==> src/rtl/player_pkg.sv <==
// player_pkg: shared state codes and ground-line helper for the player motion engine.
package player_pkg;
    typedef enum logic [1:0] {
        V_GROUNDED = 2'd0,
        V_RISING   = 2'd1,
        V_FALLING  = 2'd2
    } vstate_t;
    typedef enum logic [1:0] {
        PS_IDLE    = 2'd0,
        PS_WALK    = 2'd1,
        PS_RISING  = 2'd2,
        PS_FALLING = 2'd3
    } pstate_t;
    function automatic int ground_y(input int screen_h, input int size_y);
        return screen_h - size_y;
    endfunction
endpackage

==> src/rtl/player_vertical_fsm.sv <==
// player_vertical_fsm: jump/gravity state machine owning vertical velocity and sprite top edge.
module player_vertical_fsm
    import player_pkg::*;
#(
    parameter int SCREEN_H      = 480,
    parameter int PLAYER_SIZE_Y = 42,
    parameter int JUMP_V0       = 12,
    parameter int GRAVITY       = 1,
    parameter int MAX_FALL      = 15,
    parameter int POS_W         = 16
) (
    input  logic             GAME_clk,
    input  logic             rst,
    input  logic             en,
    input  logic             jump_edge,
    output logic [POS_W-1:0] y,
    output vstate_t          state_nxt
);
    localparam logic [POS_W:0] GY = (POS_W+1)'(ground_y(SCREEN_H, PLAYER_SIZE_Y));
    localparam logic [POS_W:0] V0 = (POS_W+1)'(JUMP_V0);
    localparam logic [POS_W:0] G  = (POS_W+1)'(GRAVITY);
    localparam logic [POS_W:0] MF = (POS_W+1)'(MAX_FALL);
    vstate_t          state;
    logic [POS_W-1:0] y_q, y_n;
    logic [POS_W:0]   vel_q, vel_n, vel_inc, y_ext, y_fall;
    always_comb begin
        state_nxt = state;
        y_n       = y_q;
        vel_n     = vel_q;
        y_ext     = {1'b0, y_q};
        vel_inc   = (vel_q + G >= MF) ? MF : vel_q + G;
        y_fall    = y_ext + vel_inc;
        if (en) begin
            case (state)
                V_GROUNDED: begin
                    state_nxt = jump_edge ? V_RISING : V_GROUNDED;
                    vel_n     = jump_edge ? V0 : vel_q;
                end
                V_RISING: begin
                    // reaching the top of the screen ends the rise early
                    y_n       = (vel_q >= y_ext) ? '0 : POS_W'(y_ext - vel_q);
                    state_nxt = (vel_q <= G || vel_q >= y_ext) ? V_FALLING : V_RISING;
                    vel_n     = (vel_q <= G || vel_q >= y_ext) ? '0 : vel_q - G;
                end
                V_FALLING: begin
                    y_n       = (y_fall >= GY) ? POS_W'(GY) : POS_W'(y_fall);
                    vel_n     = (y_fall >= GY) ? '0 : vel_inc;
                    state_nxt = (y_fall >= GY) ? V_GROUNDED : V_FALLING;
                end
                default: begin
                    state_nxt = V_GROUNDED;
                    y_n       = POS_W'(GY);
                    vel_n     = '0;
                end
            endcase
        end
    end
    always_ff @(posedge GAME_clk or posedge rst) begin
        if (rst) begin
            state <= V_GROUNDED;
            y_q   <= POS_W'(GY);
            vel_q <= '0;
        end else begin
            state <= state_nxt;
            y_q   <= y_n;
            vel_q <= vel_n;
        end
    end
    assign y = y_q;
endmodule

==> src/rtl/player_motion.sv <==
// player_motion: per-tick player kinematics: clamped walking, jump/gravity, pause hold, animation state.
module player_motion
    import player_pkg::*;
#(
    parameter int SCREEN_W      = 640,
    parameter int SCREEN_H      = 480,
    parameter int PLAYER_SIZE_X = 37,
    parameter int PLAYER_SIZE_Y = 42,
    parameter int WALK_STEP     = 5,
    parameter int JUMP_V0       = 12,
    parameter int GRAVITY       = 1,
    parameter int MAX_FALL      = 15,
    parameter int POS_W         = 16
) (
    input  logic             GAME_clk,
    input  logic             rst,
    input  logic             direction,
    input  logic             move,
    input  logic             jump,
    input  logic             pause,
    output logic [POS_W-1:0] playerX,
    output logic [POS_W-1:0] playerY,
    output logic [1:0]       player_state,
    output logic             on_ground
);
    localparam logic [POS_W:0] X_MAX = (POS_W+1)'(SCREEN_W - PLAYER_SIZE_X);
    localparam logic [POS_W:0] STEP  = (POS_W+1)'(WALK_STEP);
    logic             jump_prev, jump_edge;
    logic [POS_W:0]   x_ext, x_right, x_left;
    logic [POS_W-1:0] x_n;
    pstate_t          ps_n;
    vstate_t          v_nxt;
    // edges arriving on paused ticks are dropped, since jump_prev still advances
    assign jump_edge = jump & ~jump_prev & ~pause;
    always_comb begin
        x_ext   = {1'b0, playerX};
        x_right = (x_ext + STEP > X_MAX) ? X_MAX : x_ext + STEP;
        x_left  = (x_ext < STEP) ? {(POS_W+1){1'b0}} : x_ext - STEP;
        x_n     = !move ? playerX : direction ? POS_W'(x_right) : POS_W'(x_left);
        ps_n    = (v_nxt == V_GROUNDED) ? (move ? PS_WALK : PS_IDLE) :
                  (v_nxt == V_RISING) ? PS_RISING : PS_FALLING;
    end
    player_vertical_fsm #(
        .SCREEN_H     (SCREEN_H),
        .PLAYER_SIZE_Y(PLAYER_SIZE_Y),
        .JUMP_V0      (JUMP_V0),
        .GRAVITY      (GRAVITY),
        .MAX_FALL     (MAX_FALL),
        .POS_W        (POS_W)
    ) u_vert (
        .GAME_clk (GAME_clk),
        .rst      (rst),
        .en       (~pause),
        .jump_edge(jump_edge),
        .y        (playerY),
        .state_nxt(v_nxt)
    );
    always_ff @(posedge GAME_clk or posedge rst) begin
        if (rst) begin
            playerX      <= '0;
            player_state <= PS_IDLE;
            on_ground    <= 1'b1;
            jump_prev    <= 1'b0;
        end else begin
            jump_prev <= jump;
            if (!pause) begin
                playerX      <= x_n;
                player_state <= ps_n;
                on_ground    <= (v_nxt == V_GROUNDED);
            end
        end
    end
endmodule

==> config.mk <==
export PLATFORM = sky130hd
export DESIGN_NAME = player_motion
export DESIGN_NICKNAME = d
export VERILOG_FILES = /design/src/rtl/player_pkg.sv /design/src/rtl/player_vertical_fsm.sv /design/src/rtl/player_motion.sv
export SDC_FILE = /design/constraint.sdc
export NUM_CORES = 1
export LEC_CHECK = 0
export BUFFER_PORTS_ARGS = -buffer_cell sky130_fd_sc_hd__buf_2
export CORE_UTILIZATION = 65
export CTS_BUF_LIST = sky130_fd_sc_hd__clkbuf_4 sky130_fd_sc_hd__clkbuf_8
export CTS_CLUSTER_SIZE = 16
export DETAILED_ROUTE_END_ITERATION = 10
export PLACE_DENSITY = 0.89
export SYNTH_ARGS = -nofsm -noshare
export SYNTH_HDL_FRONTEND = slang
export SYNTH_SLANG_ARGS = --single-unit
==> constraint.sdc <==
create_clock -name GAME_clk -period 14.2 [get_ports GAME_clk]
set_input_delay 0.71 -clock GAME_clk [delete_from_list [all_inputs] [get_ports GAME_clk]]
set_output_delay 0.71 -clock GAME_clk [all_outputs]
set_load 0.02 [all_outputs]
==> results of run 1 <==
logic make-up (layout without fill, tap and decap cells):
family          after synthesis  after routing
compound gates              241            241
fa+ha+maj                    61             61
simple gates                232            232
other cells                   1             12
xor+xnor                     32             32
mux                           3              3
buf+inv                      93            107
flops                        55             55
power by group:
group / leakage, nW / internal (mW) / switching (mW)
clock: 0.0612 / 0.0572 / 0.0568
sequential: 0.706 / 0.205 / 0.107
combinational: 1.93 / 0.384 / 0.590
worst paths after layout:
| path | to | slack (ns) |
|---|---|---|
| setup reg to reg | u_vert.y[3] | 8.53 |
| max in group asynchronous | u_vert.vel_q[1] | 13.14 |
| hold / removal | player_state[1] | 0.49 |
| hold reg to reg | player_state[1] | 0.49 |
| setup / recovery | u_vert.y[3] | 8.53 |
| min in group asynchronous | u_vert.vel_q[4] | 0.58 |
metal layers:
metal  track usage [%]  up-vias
li1                  -     2710
met1             49.73     2752
met2             57.50      385
met3             5.901       63
met4             14.05        0
met5                 0        -
state kept, by name, indices dropped and copies added, names as in the netlist:
name,cells
u_vert.vel_q,17
player_state,2
playerX,16
on_ground,1
jump_prev,1
u_vert.y,16
u_vert.state,2
Yosys cell counts (12+ instances only):
cell | number | area, um^2
ha_1 | 59 | 738.2
inv_1 | 57 | 214.0
a21oi_1 | 55 | 275.3
nand2_1 | 55 | 206.5
dfrtp_1 | 48 | 1201
o21ai_0 | 47 | 235.2
nor2_1 | 40 | 150.1
clkbuf_1 | 33 | 123.9
nor3_1 | 27 | 135.1
nand3_1 | 17 | 85.08
xnor2_1 | 16 | 140.1
xor2_1 | 16 | 140.1
o21a_1 | 15 | 112.6
o22ai_1 | 15 | 93.84
a21o_1 | 12 | 90.09
nand4_1 | 12 | 75.07
worst register-to-register path: stages (launching register included):
cell       delay (ns)
dfrtp_1          0.55
ha_1             0.27
nand4_1          0.13
or3_1            0.45
nor3_1           0.26
a21oi_1          0.07
or3_1            0.35
or3_1            0.41
or3_1            0.38
ha_1             0.36
a41oi_1          0.21
o21ai_0          0.18
a2111o_1         0.43
a221oi_2         0.31
o2111ai_2        0.24
nor4_4           0.64
a32oi_1          0.15
o31ai_2          0.21
cell type report:
type | count | area [um^2]
clock buffers | 6 | 82.58
well taps | 105 | 131.4
repair buffers | 42 | 215.2
multi-input cells | 581 | 3980
clock inverters | 2 | 35.03
fillers | 661 | 2297
flip-flops and latches | 55 | 1385
inverters | 57 | 214.0
through the flow:
step / power (mW) / instance area (um^2) / setup WS (ns) / hold slack, ns
floorplan: 1.027 / 5722 / 9.460 / 0.5000
finish: 1.400 / 6043 / 8.532 / 0.4910
global route: 1.506 / 6043 / 8.250 / 0.4995
CTS: 1.369 / 6043 / 8.668 / 0.4934
detailed placement: 1.248 / 5926 / 8.703 / 0.4692
global placement: 1.210 / 5926 / 8.969 / 0.4665
==> impl_metrics.tcl, run 1 <==
set metrics [dict create \
    layout_commonest_cell "ha_1" \
    rr_worst_depth 17 \
    crit_buf_inv 0 \
    wire_per_inst_um 19.07 \
    wirelength_um 16170 \
    cts_tree "done" \
    cp_top_family "simple AND/OR/NAND/NOR gates" \
    cts_sinks 55 \
    met3_length_um 1509 \
    cp_max_fo 11 \
    grt_pass1_wl_um 25970 \
    gp_congestion 1.056 \
    end_kind "flip-flop" \
    yosysSeqAreaShare_pct 24.38 \
    cts_made_buffers 5 \
    nNetsFinal 809 \
    ys_seq_elements 55 \
    grt_pass1_vias 5272 \
    place_hpwl_um 11990 \
    tightest_slew_ns 1.189 \
    synth_xor_area_share_pct 4.934 \
    syn_avg_cell_area_um2 7.911 \
    layout.cells.most_common_list "ha_1, inv_1, nand2_1, a21oi_1, dfrtp_1" \
    power_density_nw_per_um2 231.7 \
    boundaryPins 41 \
    root_buffer "clkbuf_8" \
    drive_gt1_share_pct 10.09 \
    path_class "flip-flop to flip-flop" \
    setup_tns_ns 0 \
    synth_compound_area_share_pct 28.50 \
    timing.fmax_mhz 176.4 \
    vias 5910 \
    slew-limit-headroom_pct 20.54 \
    fin_cells 848 \
    crit_chain "ha_1 > nand4_1 > or3_1 > nor3_1 > a21oi_1 > or3_1 > or3_1 > or3_1 > ha_1 > a41oi_1 > o21ai_0 > a2111o_1 > a221oi_2 > o2111ai_2 > nor4_4 > a32oi_1 > o31ai_2" \
    synth_fa_ha_area_share_pct 13.70 \
    hold_viol 0 \
    holdPathStages 2 \
    synthSimpleGateAreaFrac_pct 21.61 \
    power.leakage_nw 2.697 \
    async_flop_share_pct 100.0 \
    cts_resized 0 \
    drv_slew 0 \
    detail-route-antenna-nets 0 \
    path_clk_slew_ns 0.11 \
    antenna_found_initial 0 \
    cpPeakStageDelay_ns 0.64 \
    finClkSkew_ns 0.01856 \
    startpoint "u_vert.vel_q[1]" \
    first_pass_iters 6 \
    ir_worst_vdd_v 0.0001046 \
    cts_setup_buffers 0 \
    maxUsedRoutingLayer "met4" \
    areaGrowthSynthToFinish_pct 6.388 \
    fp.dieW_um 95.49 \
    hold_class "flip-flop to flip-flop" \
    finish.utilization_pct 72.46 \
    die_h_um 95.49 \
    synthMuxAreaShare_pct 0.5286 \
    core_um2 8341 \
    dp.cells 840 \
    gr-total-overflow 0 \
    dieArea_um2 9117 \
    synth_cell_types 76 \
    wl_met1_um 6803 \
    port-buffer-count 40 \
    syn_area_um2 5680 \
    grt_setup_unrepaired "false" \
    grt_usage_pct 36.39 \
    cpMostUsedCell "or3_1" \
    cp.required_ns 14.44 \
    status "completed" \
    maxCapViolCount 0 \
    setup_viol 0 \
    worstHoldStart "player_state[1]" \
    period_needed_ns 5.668 \
    h-tree-depth 2 \
    viasPerCell 6.969 \
    cp-start-kind "flip-flop" \
    rows 33 \
    clockBufferDepth 2 \
    antenna_cells 0 \
    crit_slowest_cell "nor4_4" \
    synth_top_family_by_area "compound AO/OA/AOI/OAI gates" \
    grt_start_max_net_pins 56 \
    arrival_ns 5.91 \
    synth-edff-count 0 \
    syn_inst 718 \
    route.detailed.drc 0 \
    yosys_warnings 0 \
    period_share_pct 39.92 \
    cts.hold.buffers_added 0 \
    ys.flop_type "dfrtp_1" \
    crit_cells 17 \
    clk_latency_ns 0.33 \
    drtIter0Drc 712 \
    start_util_pct 68.11 \
    reg2reg_from "u_vert.vel_q[1]" \
    wl_met2_um 7320 \
]
No activity file was read; power rests on OpenSTA's default activity.
==> inputs of run 2 (changes only) <==
--- a/config.mk
+++ b/config.mk
@@ -6,11 +6,11 @@
 export NUM_CORES = 1
 export LEC_CHECK = 0
 export BUFFER_PORTS_ARGS = -buffer_cell sky130_fd_sc_hd__buf_2
-export CORE_UTILIZATION = 65
+export CORE_UTILIZATION = 57
 export CTS_BUF_LIST = sky130_fd_sc_hd__clkbuf_4 sky130_fd_sc_hd__clkbuf_8
 export CTS_CLUSTER_SIZE = 16
 export DETAILED_ROUTE_END_ITERATION = 10
-export PLACE_DENSITY = 0.89
+export PLACE_DENSITY = 0.83
 export SYNTH_ARGS = -nofsm -noshare
 export SYNTH_HDL_FRONTEND = slang
 export SYNTH_SLANG_ARGS = --single-unit
==> constraint.sdc (replaced) <==
create_clock -name GAME_clk -period 4.71 [get_ports GAME_clk]
set_input_delay 0.2355 -clock GAME_clk [delete_from_list [all_inputs] [get_ports GAME_clk]]
set_output_delay 0.2355 -clock GAME_clk [all_outputs]
set_load 0.02 [all_outputs]
==> run 2 against run 1 <==
  * Maximum frequency increased by 22%
  * Design area increased by 7.3%
  * Clock skew decreased by 0.010 ns
  * Worst setup slack got worse by 8.5 ns
  * Non-clock buffer count increased by 32
  * Largest cell class unchanged
  * Largest power group unchanged
==> impl_metrics.tcl, run 2 (synthesis results as in run 1) <==
set metrics [dict create \
    grt_usage_pct 31.84 \
    path_clk_slew_ns 0.11 \
    dpl_cell_area_um2 6171 \
    drive_gt1_share_pct 16.90 \
    period_share_pct 99.00 \
    timing.fmax_mhz 214.5 \
    grt_pass1_vias 5406 \
    cp_max_fo 8 \
    place_hpwl_um 12250 \
    core_um2 9729 \
    die_h_um 101.8 \
    cpMostUsedCell "or3_4" \
    ir_worst_vdd_v 0.0003801 \
    cpPeakStageDelay_ns 0.44 \
    holdWs_ns 0.02023 \
    nNetsFinal 841 \
    start_util_pct 58.38 \
    vias 5798 \
    hold_viol 0 \
    cts_sinks 55 \
    design_area_um2 6486 \
    areaGrowthSynthToFinish_pct 14.19 \
    hold_class "primary input to flip-flop" \
    route.detailed.drc 0 \
    fp.dieW_um 101.8 \
    finClkSkew_ns 0.008100 \
    root_buffer "clkbuf_8" \
    setup_viol 0 \
    cts_made_buffers 5 \
    status "completed" \
    port-buffer-count 40 \
    clk_latency_ns 0.33 \
    largest_reg_flops 17 \
    antenna_cells 0 \
    top_register "u_vert.vel_q" \
    rows 36 \
    grt_pass1_wl_um 25890 \
    cts_tree "done" \
    power_density_nw_per_um2 717.2 \
    viasPerCell 6.385 \
    drv_slew 0 \
    cts.hold.buffers_added 0 \
    grt_setup_unrepaired "true" \
    slew-limit-headroom_pct 20.99 \
    gr-total-overflow 0 \
    path_class "flip-flop to flip-flop" \
    period_needed_ns 4.663 \
    crit_slowest_cell "a2111o_1" \
    gp_congestion 0.9775 \
    maxCapViolCount 0 \
    crit_chain "ha_2 > nand4_1 > or3_4 > buf_4 > nor2_1 > a31oi_1 > or3_4 > or3_4 > ha_4 > a41oi_2 > o21ai_2 > a2111o_1 > a221oi_2 > o2111ai_4 > nor4_4 > buf_6 > nor3_2 > o31a_1" \
    h-tree-depth 2 \
    wire_per_inst_um 18.14 \
    cp.required_ns 4.98 \
    boundaryPins 41 \
    layout.cells.most_common_list "ha_1, inv_1, nand2_1, a21oi_1, dfrtp_1" \
    detail-route-antenna-nets 0 \
    end_kind "flip-flop" \
    clockBufferDepth 2 \
    cp-start-kind "flip-flop" \
    antenna_found_initial 0 \
    drtIter0Drc 462 \
    layout_commonest_cell "ha_1" \
    tightest_slew_ns 1.183 \
    power.leakage_nw 2.852 \
    grt_start_max_net_pins 56 \
    dieArea_um2 10370 \
    total_power_mw 4.652 \
    fillers 826 \
    arrival_ns 4.94 \
    wirelength_um 16470 \
    first_pass_iters 5 \
]
-- run 2: changes by cell type in the layout (fill, tap and decap cells not counted), sizes merged --
cell / delta
buf: +32
clkinv: -1
clkinvlp: +1
bufinv: -1
inv: +1
-- run 2: final timing paths --
| kind | depth (start not counted) | startpoint | slack, ns | to |
|---|---|---|---|---|
| worst max-delay path | 18 | u_vert.vel_q[1] | 0.05 | on_ground |
| min in group asynchronous | 3 | rst | 0.09 | playerX[15] |
| max in group asynchronous | 3 | rst | 4.14 | jump_prev |
| worst min-delay path | 1 | jump | 0.02 | jump_prev |
| worst min register to register | 2 | player_state[1] | 0.50 | player_state[1] |
| worst max register to register | 18 | u_vert.vel_q[1] | 0.05 | on_ground |
-- run 2: final cells by class --
cell class                      count  area, um^2  area share (%)
Timing Repair Buffer               74       459.2           7.079
Clock buffer                        6       76.32           1.177
Multi-Input combinational cell    581        4169           64.27
Clock inverter                      2       16.27          0.2508
Inverter                           57       214.0           3.299
Sequential cell                    55        1385           21.35
Tap cell                          133       166.4           2.566
-- run 2: report_power, final --
part / switching, mW / internal [mW]
sequential: 0.236 / 0.621
combinational: 2.05 / 1.46
clock: 0.173 / 0.113
total: 2.46 / 2.20
-- run 2: critical path, delay by kind of cell (launching register included) --
kind | cells | cell delay [ns]
buf+inv | 2 | 0.33
fa+ha+maj | 2 | 0.42
compound gates | 7 | 1.66
simple gates | 7 | 1.81
flops | 1 | 0.38
-- run 2: routing by layer --
| layer | vias up | share of wire (%) | track usage [%] |
|---|---|---|---|
| met5 | - | 0 | 0 |
| met4 | 0 | 3.0 | 13.85 |
| met3 | 42 | 4.6 | 3.762 |
| met2 | 205 | 52 | 58.78 |
| met1 | 2788 | 41 | 37.10 |
| li1 | 2763 | - | - |
-- run 2: per-stage QoR --
stage          setup TNS, ns  util, %  std cells  setup WS (ns)
6_report                   0    66.67        908        0.04695
3_5_place_dp          -1.185    63.43        896        -0.1832
3_3_place_gp               0    63.43        896        0.01353
5_1_grt              -0.4951    66.67        908       -0.08833
4_1_cts                    0    65.08        904        0.05500
2_1_floorplan              0        -        729       0.006937
-- run 2: repair_timing --
action / 4_1_cts / 5_1_grt
endpoints found under the setup margin: 17 / 17
buffers inserted: 0 / 4
pin swaps: 6 / 10
resized for setup: 14 / 22
